## src/rtl/sao_pkg.sv

```systemverilog
// rtl/sao_pkg.sv - shared constants, state encoding and address mapping for the SAO frame path
package sao_pkg;

    localparam int FRAME_DIM   = 128;
    localparam int ADDR_W      = 14;

    localparam logic [1:0] LCU_16 = 2'd0;
    localparam logic [1:0] LCU_32 = 2'd1;
    localparam logic [1:0] LCU_64 = 2'd2;

    localparam int BEATS_16    = 256;
    localparam int BEATS_32    = 1024;
    localparam int BEATS_64    = 4096;
    localparam int BEATS_FRAME = FRAME_DIM * FRAME_DIM;

    typedef logic [1:0] state_t;
    localparam state_t ST_IDLE  = 2'd0;
    localparam state_t ST_READ  = 2'd1;
    localparam state_t ST_DRAIN = 2'd2;
    localparam state_t ST_DONE  = 2'd3;

    // Position counter: row bits sit above column bits, LCU index fills the bits in between.
    function automatic logic [ADDR_W-1:0] sao_addr(input logic              lcu_mode,
                                                   input logic [1:0]        lcu_size,
                                                   input logic [2:0]        lcu_x,
                                                   input logic [2:0]        lcu_y,
                                                   input logic [ADDR_W-1:0] pos);
        logic [ADDR_W-1:0] a;
        if (!lcu_mode) begin
            a = pos;
        end else begin
            case (lcu_size)
                LCU_16:  a = {lcu_y,      pos[7:4],  lcu_x,      pos[3:0]};
                LCU_32:  a = {lcu_y[1:0], pos[9:5],  lcu_x[1:0], pos[4:0]};
                default: a = {lcu_y[0],   pos[11:6], lcu_x[0],   pos[5:0]};
            endcase
        end
        return a;
    endfunction

    function automatic logic [ADDR_W-1:0] sao_last_pos(input logic       lcu_mode,
                                                       input logic [1:0] lcu_size);
        logic [ADDR_W-1:0] p;
        if (!lcu_mode) begin
            p = ADDR_W'(BEATS_FRAME - 1);
        end else begin
            case (lcu_size)
                LCU_16:  p = ADDR_W'(BEATS_16 - 1);
                LCU_32:  p = ADDR_W'(BEATS_32 - 1);
                default: p = ADDR_W'(BEATS_64 - 1);
            endcase
        end
        return p;
    endfunction

endpackage

```

## src/rtl/sao_reader_fifo.sv

```systemverilog
// rtl/sao_reader_fifo.sv - small synchronous skid FIFO with occupancy output
module sao_reader_fifo #(
    parameter  int DEPTH = 2,
    parameter  int W     = 9,
    localparam int AW    = (DEPTH > 1) ? $clog2(DEPTH) : 1,
    localparam int OW    = $clog2(DEPTH + 1)
) (
    input  logic          clk_i,
    input  logic          rst_ni,
    input  logic          push_i,
    input  logic [W-1:0]  wdata_i,
    input  logic          pop_i,
    output logic [W-1:0]  rdata_o,
    output logic [OW-1:0] occ_o
);

    logic [W-1:0]  mem_q [DEPTH];
    logic [AW-1:0] wr_q, wr_d, rd_q, rd_d;
    logic [OW-1:0] occ_q, occ_d;

    always_comb begin
        wr_d  = wr_q;
        rd_d  = rd_q;
        occ_d = occ_q;
        if (push_i) wr_d = (wr_q == AW'(DEPTH - 1)) ? '0 : wr_q + 1'b1;
        if (pop_i)  rd_d = (rd_q == AW'(DEPTH - 1)) ? '0 : rd_q + 1'b1;
        case ({push_i, pop_i})
            2'b10:   occ_d = occ_q + 1'b1;
            2'b01:   occ_d = occ_q - 1'b1;
            default: occ_d = occ_q;
        endcase
    end

    always_ff @(posedge clk_i or negedge rst_ni) begin
        if (!rst_ni) begin
            wr_q  <= '0;
            rd_q  <= '0;
            occ_q <= '0;
        end else begin
            wr_q  <= wr_d;
            rd_q  <= rd_d;
            occ_q <= occ_d;
        end
    end

    always_ff @(posedge clk_i) begin
        if (push_i) mem_q[wr_q] <= wdata_i;
    end

    assign rdata_o = mem_q[rd_q];
    assign occ_o   = occ_q;

endmodule

```

## src/rtl/sao_frame_reader.sv

```systemverilog
// rtl/sao_frame_reader.sv - frame/LCU read-back streamer; SAO_READER_CHECKSUM_EN adds checksum_o
module sao_frame_reader
    import sao_pkg::*;
#(
    parameter int LAT        = 1,
    parameter int FIFO_DEPTH = 2
) (
    input  logic              clk_i,
    input  logic              rst_ni,
    input  logic              start_i,
    input  logic              lcu_mode_i,
    input  logic [2:0]        lcu_x_i,
    input  logic [2:0]        lcu_y_i,
    input  logic [1:0]        lcu_size_i,
    output logic              sram_cen_o,
    output logic              sram_wen_o,
    output logic [ADDR_W-1:0] sram_a_o,
    input  logic [7:0]        sram_q_i,
    output logic [7:0]        dout_o,
    output logic              dout_valid_o,
    input  logic              dout_ready_i,
    output logic              dout_last_o,
`ifdef SAO_READER_CHECKSUM_EN
    output logic [15:0]       checksum_o,
`endif
    output logic              busy_o,
    output logic              done_o
);

    localparam int OW = $clog2(FIFO_DEPTH + 1);
    localparam int CW = $clog2(FIFO_DEPTH + LAT + 1);

    state_t            state_q, state_d;
    logic              mode_q, mode_d;
    logic [1:0]        size_q, size_d;
    logic [2:0]        x_q, x_d, y_q, y_d;
    logic [ADDR_W-1:0] cnt_q, cnt_d;
    logic [LAT-1:0]    vpipe_q, vpipe_d, lpipe_q, lpipe_d;

    logic [OW-1:0]     occ;
    logic [8:0]        fifo_rdata;
    logic [CW-1:0]     inflight;
    logic              issue, is_final, land, fifo_empty, push, pop, fire;

    always_comb begin
        inflight = '0;
        for (int i = 0; i < LAT; i++) inflight = inflight + CW'(vpipe_q[i]);
    end

    // Reserve a FIFO slot for every read before it is issued so nothing can be dropped.
    assign issue    = (state_q == ST_READ) && ((CW'(occ) + inflight) < CW'(FIFO_DEPTH));
    assign is_final = (cnt_q == sao_last_pos(mode_q, size_q));
    assign land     = vpipe_q[LAT-1];

    always_comb begin
        vpipe_d[0] = issue;
        lpipe_d[0] = issue && is_final;
        for (int i = 1; i < LAT; i++) begin
            vpipe_d[i] = vpipe_q[i-1];
            lpipe_d[i] = lpipe_q[i-1];
        end
    end

    always_comb begin
        state_d = state_q;
        mode_d  = mode_q;
        size_d  = size_q;
        x_d     = x_q;
        y_d     = y_q;
        cnt_d   = cnt_q;
        case (state_q)
            ST_IDLE: begin
                if (start_i) begin
                    state_d = ST_READ;
                    mode_d  = lcu_mode_i;
                    size_d  = lcu_size_i;
                    x_d     = lcu_x_i;
                    y_d     = lcu_y_i;
                    cnt_d   = '0;
                end
            end
            ST_READ: begin
                if (issue) begin
                    if (is_final) state_d = ST_DRAIN;
                    else          cnt_d   = cnt_q + 1'b1;
                end
            end
            ST_DRAIN: begin
                if (fire && dout_last_o) state_d = ST_DONE;
            end
            default: state_d = ST_IDLE;
        endcase
    end

    always_ff @(posedge clk_i or negedge rst_ni) begin
        if (!rst_ni) begin
            state_q <= ST_IDLE;
            mode_q  <= 1'b0;
            size_q  <= '0;
            x_q     <= '0;
            y_q     <= '0;
            cnt_q   <= '0;
            vpipe_q <= '0;
            lpipe_q <= '0;
        end else begin
            state_q <= state_d;
            mode_q  <= mode_d;
            size_q  <= size_d;
            x_q     <= x_d;
            y_q     <= y_d;
            cnt_q   <= cnt_d;
            vpipe_q <= vpipe_d;
            lpipe_q <= lpipe_d;
        end
    end

    // Landing data bypasses the FIFO when it is empty so first valid is LAT cycles after issue.
    assign fifo_empty   = (occ == '0);
    assign push         = land && !(fifo_empty && dout_ready_i);
    assign pop          = !fifo_empty && dout_ready_i;
    assign dout_valid_o = !fifo_empty || land;
    assign dout_o       = !fifo_empty ? fifo_rdata[7:0] : (land ? sram_q_i : 8'd0);
    assign dout_last_o  = !fifo_empty ? fifo_rdata[8] : (land && lpipe_q[LAT-1]);
    assign fire         = dout_valid_o && dout_ready_i;

    sao_reader_fifo #(
        .DEPTH (FIFO_DEPTH),
        .W     (9)
    ) u_fifo (
        .clk_i   (clk_i),
        .rst_ni  (rst_ni),
        .push_i  (push),
        .wdata_i ({lpipe_q[LAT-1], sram_q_i}),
        .pop_i   (pop),
        .rdata_o (fifo_rdata),
        .occ_o   (occ)
    );

    assign sram_cen_o = !issue;
    assign sram_wen_o = 1'b1;
    assign sram_a_o   = sao_addr(mode_q, size_q, x_q, y_q, cnt_q);
    assign busy_o     = (state_q == ST_READ) || (state_q == ST_DRAIN);
    assign done_o     = (state_q == ST_DONE);

`ifdef SAO_READER_CHECKSUM_EN
    logic [15:0] sum_q;

    always_ff @(posedge clk_i or negedge rst_ni) begin
        if (!rst_ni) begin
            sum_q <= '0;
        end else if (state_q == ST_IDLE && start_i) begin
            sum_q <= '0;
        end else if (fire) begin
            sum_q <= sum_q + {8'd0, dout_o};
        end
    end

    assign checksum_o = sum_q;
`endif

endmodule

```

## config.mk

```make
export PLATFORM = sky130hd
export DESIGN_NAME = sao_frame_reader
export DESIGN_NICKNAME = d
export VERILOG_FILES = /design/src/rtl/sao_pkg.sv /design/src/rtl/sao_reader_fifo.sv /design/src/rtl/sao_frame_reader.sv
export SDC_FILE = /design/constraint.sdc
export NUM_CORES = 1
export LEC_CHECK = 0
export CELL_PAD_IN_SITES_DETAIL_PLACEMENT = 1
export CELL_PAD_IN_SITES_GLOBAL_PLACEMENT = 2
export CORE_MARGIN = 4
export CORE_UTILIZATION = 30
export DETAILED_ROUTE_END_ITERATION = 16
export PLACE_DENSITY_LB_ADDON = 0.1
export RECOVER_POWER = 100
export SYNTH_ARGS = -nofsm -noshare
export SYNTH_HDL_FRONTEND = slang
export SYNTH_HIERARCHICAL = 1
export SYNTH_SLANG_ARGS = --single-unit
```

## constraint.sdc

```tcl
create_clock -name clk_i -period 5.45 [get_ports clk_i]
set_input_delay 0.8175 -clock clk_i [delete_from_list [all_inputs] [get_ports clk_i]]
set_output_delay 0.8175 -clock clk_i [all_outputs]
set_load 0.01 [all_outputs]
```

### Word-level counts from Yosys, hierarchy flattened

Memory sizes are Yosys's and may differ from the RTL's.
Index checks and enable logic that the tools add are counted.

| word-level totals | value |
|---|---|
| flip-flop bits (word level) | 31 |
| bits in writable memories | 18 |
| input port bits | 21 |
| output and inout port bits | 28 |
| logic and storage cells | 73 |
| memories kept | 1 |

| operators by class | value |
|---|---|
| add/sub/neg operators | 6 |
| order comparisons | 1 |
| eq/ne operators | 12 |
| mux-type cells | 21 |
| reductions and logical operators | 21 |

Memories:

| memory | depth | width | read ports | clocked after Yosys merged registers in | wr ports | RTL line | source |
|---|---|---|---|---|---|---|---|
| u_fifo.mem_q | 2 | 9 | 1 | 0 | 1 | sao_reader_fifo.sv:17 | `logic [W-1:0] mem_q [DEPTH];` |

Operators by type and width:

| operator | number |
|---|---|
| two-way mux 14 bit | 5 |
| case mux 14 bit (2 select lines) | 2 |
| case mux 12 bit (2 select lines) | 1 |
| two-way mux 8 bit | 2 |
| adder 14 x 1 -> 14 bit, second input constant | 1 |
| equality test 14 bit | 1 |
| != test 2 bit, second input constant | 5 |
| logical AND 1 bit | 8 |
| two-way mux 2 bit | 4 |
| AND reduction 4 bit | 2 |
| equality test 2 x 1 -> 1 bit, second input constant | 3 |
| equality test 2 bit, second input constant | 3 |
| logical NOT 2 bit | 3 |
| case mux 2 bit (3 select lines) | 1 |
| two-way mux 1 bit | 5 |
| case mux 2 bit (2 select lines) | 1 |
| nonzero test 2 bit | 2 |
| logical NOT 1 bit | 3 |
| adder 1 bit, second input constant | 2 |
| adder 2 x 1 -> 2 bit | 1 |
| adder 2 x 1 -> 2 bit, second input constant | 1 |
| logical OR 1 bit | 2 |
| less-than comparator 2 bit, second input constant | 1 |
| AND reduction 2 bit | 1 |
| subtractor 2 x 1 -> 2 bit, second input constant | 1 |

### Longest topological paths before layout

Gate-level depths: netlist of the first run.

| depth | value |
|---|---|
| depth after elaboration | 7 |
| depth in mapped cells | 8 |
| gate-level depth less buffers | 7 |

### Cells and area by module

Netlist of the first run, hierarchy kept.

Modules (own cells, without submodules):

| module | instances | cells an instance | area an instance (um2) | sequential area each (um2) |
|---|---|---|---|---|
| sao_frame_reader | 1 | 223 | 1943.1 | 675.6 |
| sao_reader_fifo | 1 | 42 | 827.0 | 640.6 |

### Least setup slack after synthesis of the first run

Ideal clock, no wire load.

| timing | value |
|---|---|
| kind | register to register |
| start | register state_q[1] |
| end | register cnt_q[12] |
| setup time | 0.078 ns |
| data arrival time | 2.171 ns |
| path slack | 3.201 ns |
| cell stages (with the launch flop) | 8 |
| buffers on the path | 0 |
| cells stage by stage | dfrtp_1 -> inv_1 -> ha_1 -> inv_2 -> or4_1 -> or4_1 -> or3_1 -> a21oi_1 |

| on the way | value |
|---|---|
| longest elaborated chain between the ends | 4 |

RTL lines:

| element | RTL line | source |
|---|---|---|
| start: declaration | sao_frame_reader.sv:33 | `state_t state_q, state_d;` |
| start signal: assignment | sao_frame_reader.sv:106 | `state_q <= state_d;` |
| equality test 2 x 1 -> 1 bit | sao_frame_reader.sv:51, sao_frame_reader.sv:71 |  |
| logical AND 1 bit | sao_frame_reader.sv:51 | `assign issue = (state_q == ST_READ) && ((CW'(occ) + inflight) < CW'(FIFO_DEPTH));` |
| != test 2 bit (no line) | - |  |
| AND reduction 4 bit (no line) | - |  |
| end signal: assignment | sao_frame_reader.sv:111 | `cnt_q <= cnt_d;` |
| end: declaration | sao_frame_reader.sv:37 | `logic [ADDR_W-1:0] cnt_q, cnt_d;` |

Several ways; a longest one is shown, not always the timed one.
A chain may end at the register's enable or synchronous reset.

### Final worst setup path of the first run

| timing | value |
|---|---|
| start | register mode_q |
| end | register state_q[1] |

| on the way | value |
|---|---|
| longest elaborated chain between the ends | 4 |

RTL lines:

| element | RTL line | source |
|---|---|---|
| start: declaration | sao_frame_reader.sv:34 | `logic mode_q, mode_d;` |
| start signal: assignment | sao_frame_reader.sv:107 | `mode_q <= mode_d;` |
| two-way mux 14 bit | sao_pkg.sv:44 | `if (!lcu_mode) begin` |
| equality test 14 bit | sao_frame_reader.sv:52 | `assign is_final = (cnt_q == sao_last_pos(mode_q, size_q));` |
| != test 2 bit (no line) | - |  |
| AND reduction 4 bit (no line) | - |  |

Every way passes these cells.

==> out/results.tsv, run 1 <==
stage	metric	value	unit
status	status	finished, violations left	
status	violations	capacitance limit, slew limit	
drt	routed_wl	6.80	mm
critical_path	crit_family	compound AO/OA/AOI/OAI gates	
place	hpwl	4.85	mm
flow_run	maxCapViolations	3	
sta	max_freq	299	MHz
power	power	1.56	mW
grt	antenna_found_initial	0	
logic_synthesis	ys_seq_area_share	47.5	%
grt	globalRouteOverflowTotal	0	
logic_synthesis	yosys_warnings	6	
place	gp_congestion	0.718	
critical_path	path_max_fanout	16	
clock_network	clock_path_buffers	2	
critical_path	crit_required	5650	ps
sta	slew_headroom	-19.4	%
drt	drcViolationCount	0	
die	core_area	0.00885	mm²
drt	ant_nets	0	
critical_path	crit_buf_inv	0	
sta	worstMarginPinSlew	1790	ps
cells_and_area	drive_above_1_share	13.1	%
min_path	hold_path_class	reg -> reg	
drt	vias	2078	
drt	firstDrtPassIters	4	
power	powerDensity	463	mW/mm²
grt	grt_usage	13.0	%
grt	grt_pass1_wl	11.7	mm
logic_synthesis	synth_nets	292	
clock_network	cts.sinks	49	
die	dieArea	0.0108	mm²
sta	slew_violations	55	
logic_synthesis	synthArstFlopShare	63.3	%
place	io_buffers	47	
critical_path	path_cells	or4bb_1, a21o_1, a211oi_1, o211a_1, mux2_2	
drt	vias_per_cell	5.03	
clock_network	ctsHoldBuffers	0	
die	start_util	31.3	%
critical_path	critical_path_class	reg -> reg	
die	rows	34	
critical_path	slowest_delay	1210	ps
sta	rsz0062_at_grt	no	
grt	grt_max_degree	32	
die	die_x	104	µm
sta	hold_violations	0	
cells_and_area	final_nets	331	
cells_and_area	fin_util	38.2	%
clock_network	cts_tree	built	
drt	drt-initial-drc-count	71	
logic_synthesis	synthTopCellsByArea	dfrtp_1 (28%), edfxtp_1 (20%), mux2_2 (11%), nand2_1 (5.1%), mux2i_1 (4.3%)	
power	irDropWorstVdd	197	µV
place	place_ws	2390	ps
clock_network	htreeDepth	2	
sta	finClkSkew	7.99	ps
logic_synthesis	syn-cell-area	0.00277	mm²
sta	post-route-period-util	61.5	%
sta	setup_viol_count_final	0	
grt	grt_pass1_vias	2237	
sta	period_minus_slack	3350	ps
clock_network	post-cts-setup-buffer-count	0	
place	dp_cells	405	
critical_path	arrival	3550	ps
clock_network	clock_latency	310	ps
cells_and_area	diodes	0	
die	die_h	104	µm
sta	tns	0	ps
clock_network	post_cts_resized	0	
clock_network	cts_root_buf	clkbuf_8	
logic_synthesis	ys_seq_elements	49	
logic_synthesis	synth_edf_count	18	
power	leakagePower	1.35	nW
clock_network	cts_buffers	5	
clock_network	clk_pin_slew	100	ps
logic_synthesis	netlist.area_leader.share	28.0	%
critical_path	r2r_slack	2100	ps
logic_synthesis	synth_area_leader_cell	dfrtp_1	
cells_and_area	final_cells	413	
critical_path	end_kind	flop	
logic_synthesis	netlist_instances	265	
logic_synthesis	netlist-cell-type-count	45	
cells_and_area	area_growth	21.9	%
sta	worst_slack	2100	ps
critical_path	startpoint_type	flop	
drt	wl_per_cell	16.5	µm
critical_path	crit_slowest_cell	a211oi_1	
logic_synthesis	ys.flop_type	dfrtp_1	
die	io_pins	49	
logic_synthesis	synth_area_per_cell	10.5	µm²
## synth_stat cells (all sizes together) (2+ instances only)
master and count:
nand2b 3, and2 3, xor2 3, dfrtp 31, clkbuf 9, buf 7, edfxtp 18, nand4 2
nor4 2, o21ai 17, nand2 38, or3 8, a21oi 10, ha 6, o31ai 7, or2 3
mux2i 12, mux2 28, nor2b 2, nor2 8, xnor2 2, or4 6, inv 7, nand3 15
a21boi 2
## stage by stage
step | area, µm² | hold slack (ps)
2_1_floorplan | 2770 | 454
3_3_place_gp | 3300 | 469
3_5_place_dp | 3300 | 483
4_1_cts | 3390 | 498
5_1_grt | 3380 | 528
6_report | 3380 | 502
## power by group
part,internal [mW],switching (mW)
logic,0.370,0.332
clock network,0.0937,0.141
registers,0.481,0.145
total,0.945,0.617
## sequential cells by signal, indices dropped and copies added, names as in the netlist
signal / count
u_fifo/mem_q: 18
cnt_q: 14
x_q: 3
y_q: 3
size_q: 2
state_q: 2
u_fifo/occ_o: 2
land: 1
lpipe_q: 1
mode_q: 1
u_fifo/rd_q: 1
u_fifo/wr_q: 1
## area by class of cell
cell class	count	area [µm²]
Sequential cell	49	1320
Tap cell	108	135
Fill cell	996	5470
Timing Repair Buffer	48	474
Clock inverter	3	26.3
Multi-Input combinational cell	193	1330
Inverter	7	26.3
Clock buffer	5	68.8
## worst register-to-register path, cell delays in order (launching register included)
cell	delay, ps
dfrtp_1	640
or4bb_1	540
a21o_1	230
a211oi_1	1210
o211a_1	290
mux2_2	340
## cell families after synthesis
| group | after synthesis | synth area share (%) |
|---|---|---|
| muxes | 40 | 15.7 |
| DFF | 49 | 47.5 |
| AOI/OAI and AO/OA | 44 | 10.2 |
| and+or+nand+nor | 97 | 18.0 |
| adders and majority gates | 6 | 2.71 |
| buffers and inverters | 23 | 4.11 |
| xor gates and xnor gates | 5 | 1.58 |
| other | 1 | 0.135 |
## cells in the final DEF, fill, tap and decap left out, types with 2 or more instances in the layout
cell	instances
nand2_1	38
dlygate4sd3_1	38
dfrtp_1	31
mux2_2	28
edfxtp_1	18
o21ai_0	17
nand3_1	15
mux2i_1	12
a21oi_1	10
clkdlybuf4s50_1	9
nor2_1	8
or3_1	7
o31ai_1	7
inv_1	6
or4_1	6
ha_1	6
clkbuf_8	5
nand2b_1	3
xor2_1	3
and2_1	2
a21boi_0	2
nor4_1	2
nand4_1	2
nor2b_1	2
or2_2	2
clkinvlp_4	2
xnor2_1	2
## path summary, 6_finish.rpt
check,start,endpoint,depth (start not counted)
setup / recovery,mode_q$_DFFE_PN0P_,state_q[1]$_DFFE_PN0P_,5
hold / removal,u_fifo/wr_q$_DFFE_PN0P_,u_fifo/wr_q$_DFFE_PN0P_,1
setup reg to reg,mode_q$_DFFE_PN0P_,state_q[1]$_DFFE_PN0P_,5
hold reg to reg,u_fifo/wr_q$_DFFE_PN0P_,u_fifo/wr_q$_DFFE_PN0P_,1
max in group asynchronous,rst_ni,state_q[1]$_DFFE_PN0P_,2
min in group asynchronous,rst_ni,x_q[2]$_DFFE_PN0P_,2
## per-layer routing
metal  share of wire (%)  GRT usage (%)  vias up
met2                  44           20.6       37
met1                  51           18.0     1006
li1                    -              -     1033
met5                   0              0        -
met3                 3.7           3.54        2
met4                0.56           2.56        0
No activity file was read; power rests on OpenSTA's default activity.
==> run 2: changes to the inputs <==
clock period = 3.2 ns   (was 5.45 ns; I/O delays follow)
==> run 2 against run 1 <==
Against the previous run:
- the run still ends with capacitance limit, slew limit left
- die area unchanged
- total power increased by 75%
- sequential share of layout area decreased by 0.72 points
- clock skew decreased by 2.8 ps
- cell count increased by 1.5%
- largest cell class unchanged
- combinational power increased by 81%
==> out/results.tsv, run 2 (synthesized netlist as in run 1, its figures left out) <==
stage	metric	value	unit	change
status	status	finished, violations left		
status	violations	capacitance limit, slew limit		
sta	rsz0062_at_grt	no		
flow_run	maxCapViolations	1		-2
place	dp_cells	411		+1.5%
clock_network	post-cts-setup-buffer-count	0		unchanged
cells_and_area	drive_above_1_share	14.5	%	+1.4 points
sta	max_freq	353	MHz	
cells_and_area	largest_reg_flops	18		unchanged
clock_network	cts_tree	built		
cells_and_area	fin_util	38.9	%	+0.72 points
clock_network	clock_path_buffers	2		unchanged
die	dieArea	0.0108	mm²	unchanged
place	io_buffers	47		unchanged
sta	worst_slack	371	ps	-1730 ps
min_path	hold_depth	1		unchanged
power	p_seq_share	37.4	%	-2.7 points
die	start_util	31.3	%	unchanged
sta	period_minus_slack	2830	ps	
clock_network	clock_latency	300	ps	about the same
cells_and_area	final_cell_mix	nand2_1 (38), dlygate4sd3_1 (36), dfrtp_1 (31), mux2_2 (28), edfxtp_1 (18)		
critical_path	r2r_slack	530	ps	-1570 ps
die	die_h	104	µm	unchanged
power	irDropWorstVdd	342	µV	+74%
drt	vias	2088		+0.48%
critical_path	path_max_fanout	20		+4
sta	slew_violations	32		-42%
sta	tns	0	ps	unchanged
clock_network	post_cts_resized	0		unchanged
critical_path	startpoint_type	flop		
sta	post-route-period-util	88.4	%	
cells_and_area	diodes	0		unchanged
power	p_sw	1.03	mW	+67%
cells_and_area	largest_register	u_fifo/mem_q		
cells_and_area	nFillCells	1011		+1.5%
critical_path	slowest_delay	600	ps	-610 ps
power	leakagePower	1.38	nW	+2.4%
cells_and_area	final_common_cell	nand2_1		
sta	hold_violations	0		unchanged
critical_path	critical_path_class	reg -> out		
cells_and_area	final_cells	419		+1.5%
min_path	hold_path_class	reg -> reg		
place	hpwl	4.88	mm	+0.57%
place	place_ws	498	ps	-1900 ps
sta	setup_viol_count_final	0		unchanged
grt	globalRouteOverflowTotal	0		unchanged
power	powerDensity	795	mW/mm²	+72%
power	pwr-share-comb	46.5	%	+1.6 points
grt	grt_pass1_vias	2129		-4.8%
clock_network	cts_root_buf	clkbuf_8		
grt	grt_pass1_wl	11.3	mm	-3.5%
sta	worstMarginPinSlew	1840	ps	+45.5 ps
grt	grt_max_degree	32		unchanged
die	rows	34		unchanged
clock_network	cts_buffers	5		unchanged
critical_path	crit_slowest_cell	dlygate4sd3_1		
drt	firstDrtPassIters	4		unchanged
sta	slew_headroom	-22.4	%	-3.0 points
cells_and_area	reg.largest.list	u_fifo/mem_q: 18 flops, cnt_q: 14 flops		
drt	routed_wl	6.76	mm	-0.56%
critical_path	reg2reg_from	land$_DFF_PN0_		
critical_path	r2r_end	cnt_q[12]$_DFFE_PN0P_		
critical_path	path_cells	nor3b_1, mux2_2, dlygate4sd3_1		
cells_and_area	final_nets	337		+1.8%
grt	antenna_found_initial	0		unchanged
grt	grt_usage	12.7	%	-0.35 points
power	switching_share	37.7	%	-1.8 points
drt	ant_nets	0		unchanged
critical_path	crit_required	2720	ps	-2930 ps
drt	drt-initial-drc-count	37		-48%
clock_network	ctsHoldBuffers	0		unchanged
drt	wl_per_cell	16.1	µm	-2.0%
min_path	hold_start	u_fifo/wr_q$_DFFE_PN0P_		
die	io_pins	49		unchanged
cells_and_area	area_growth	24.2	%	
clock_network	htreeDepth	2		unchanged
drt	drcViolationCount	0		unchanged
clock_network	clk_pin_slew	90	ps	about the same
critical_path	arrival	2350	ps	-1200 ps
place	gp_congestion	0.739		+3.0%
critical_path	end_kind	primary output		
drt	vias_per_cell	4.98		-0.96%
clock_network	cts.sinks	49		unchanged
critical_path	rr_worst_depth	5		unchanged
die	core_area	0.00885	mm²	unchanged
power	p_int	1.70	mW	+80%
power	clkPwrFrac	16.1	%	+1.1 points
sta	finClkSkew	5.20	ps	-2.79 ps
die	die_x	104	µm	unchanged
min_path	worstHoldEndpoint	u_fifo/wr_q$_DFFE_PN0P_		
sta	hold_ws	494	ps	-8.21 ps
-- run 2: power groups by stage --
stage	Sequential, mW	Clock (mW)	Combinational (mW)
after global placement	1.04	0	1.37
final	1.02	0.440	1.27
after floorplan	0.926	0	0.926
after CTS	1.03	0.463	1.38
after global routing	1.06	0.491	1.41
after detailed placement	1.04	0	1.37
-- run 2: area by class of cell --
type                    instances  area, µm²  share of cell area (%)
well taps                     108        135                    3.93
flip-flops and latches         49       1320                    38.3
repair buffers                 54        512                    14.9
multi-input cells             193       1340                    39.0
inverters                       7       26.3                   0.764
clock inverters                 3       41.3                    1.20
clock buffers                   5       68.8                    2.00
-- run 2: worst max-delay path, delay by kind of cell, from the launching register on --
family | cells | cell delay, ps
flip-flops | 1 | 580
AND/OR/NAND/NOR | 1 | 480
buffers and inverters | 1 | 600
multiplexers | 1 | 390
-- run 2: per-stage QoR --
step                power [mW]  area [µm²]
floorplan                 1.85        2770
global placement          2.41        3340
detailed placement        2.42        3340
CTS                       2.88        3450
global route              2.97        3440
finish                    2.73        3440
-- run 2: layer usage --
layer / GRT usage (%) / wire length, µm / vias to the layer above
met5: 0 / 0 / -
met1: 18.6 / 3470 / 1005
met3: 3.04 / 235 / 5
met2: 18.9 / 3000 / 31
li1: - / - / 1047
met4: 2.85 / 55 / 0
-- run 2: how the worst max path moves through the flow --
stage / startpoint / end / slack (ps)
after CTS: size_q[1]$_DFFE_PN0P_ / sram_a_o[4] / 450
after detailed placement: start_i / cnt_q[12]$_DFFE_PN0P_ / 500
final: size_q[1]$_DFFE_PN0P_ / sram_a_o[4] / 370
after global placement: start_i / cnt_q[12]$_DFFE_PN0P_ / 530
after global routing: size_q[1]$_DFFE_PN0P_ / sram_a_o[4] / 200
after floorplan: state_q[1]$_DFFE_PN0P_ / cnt_q[12]$_DFFE_PN0P_ / 950
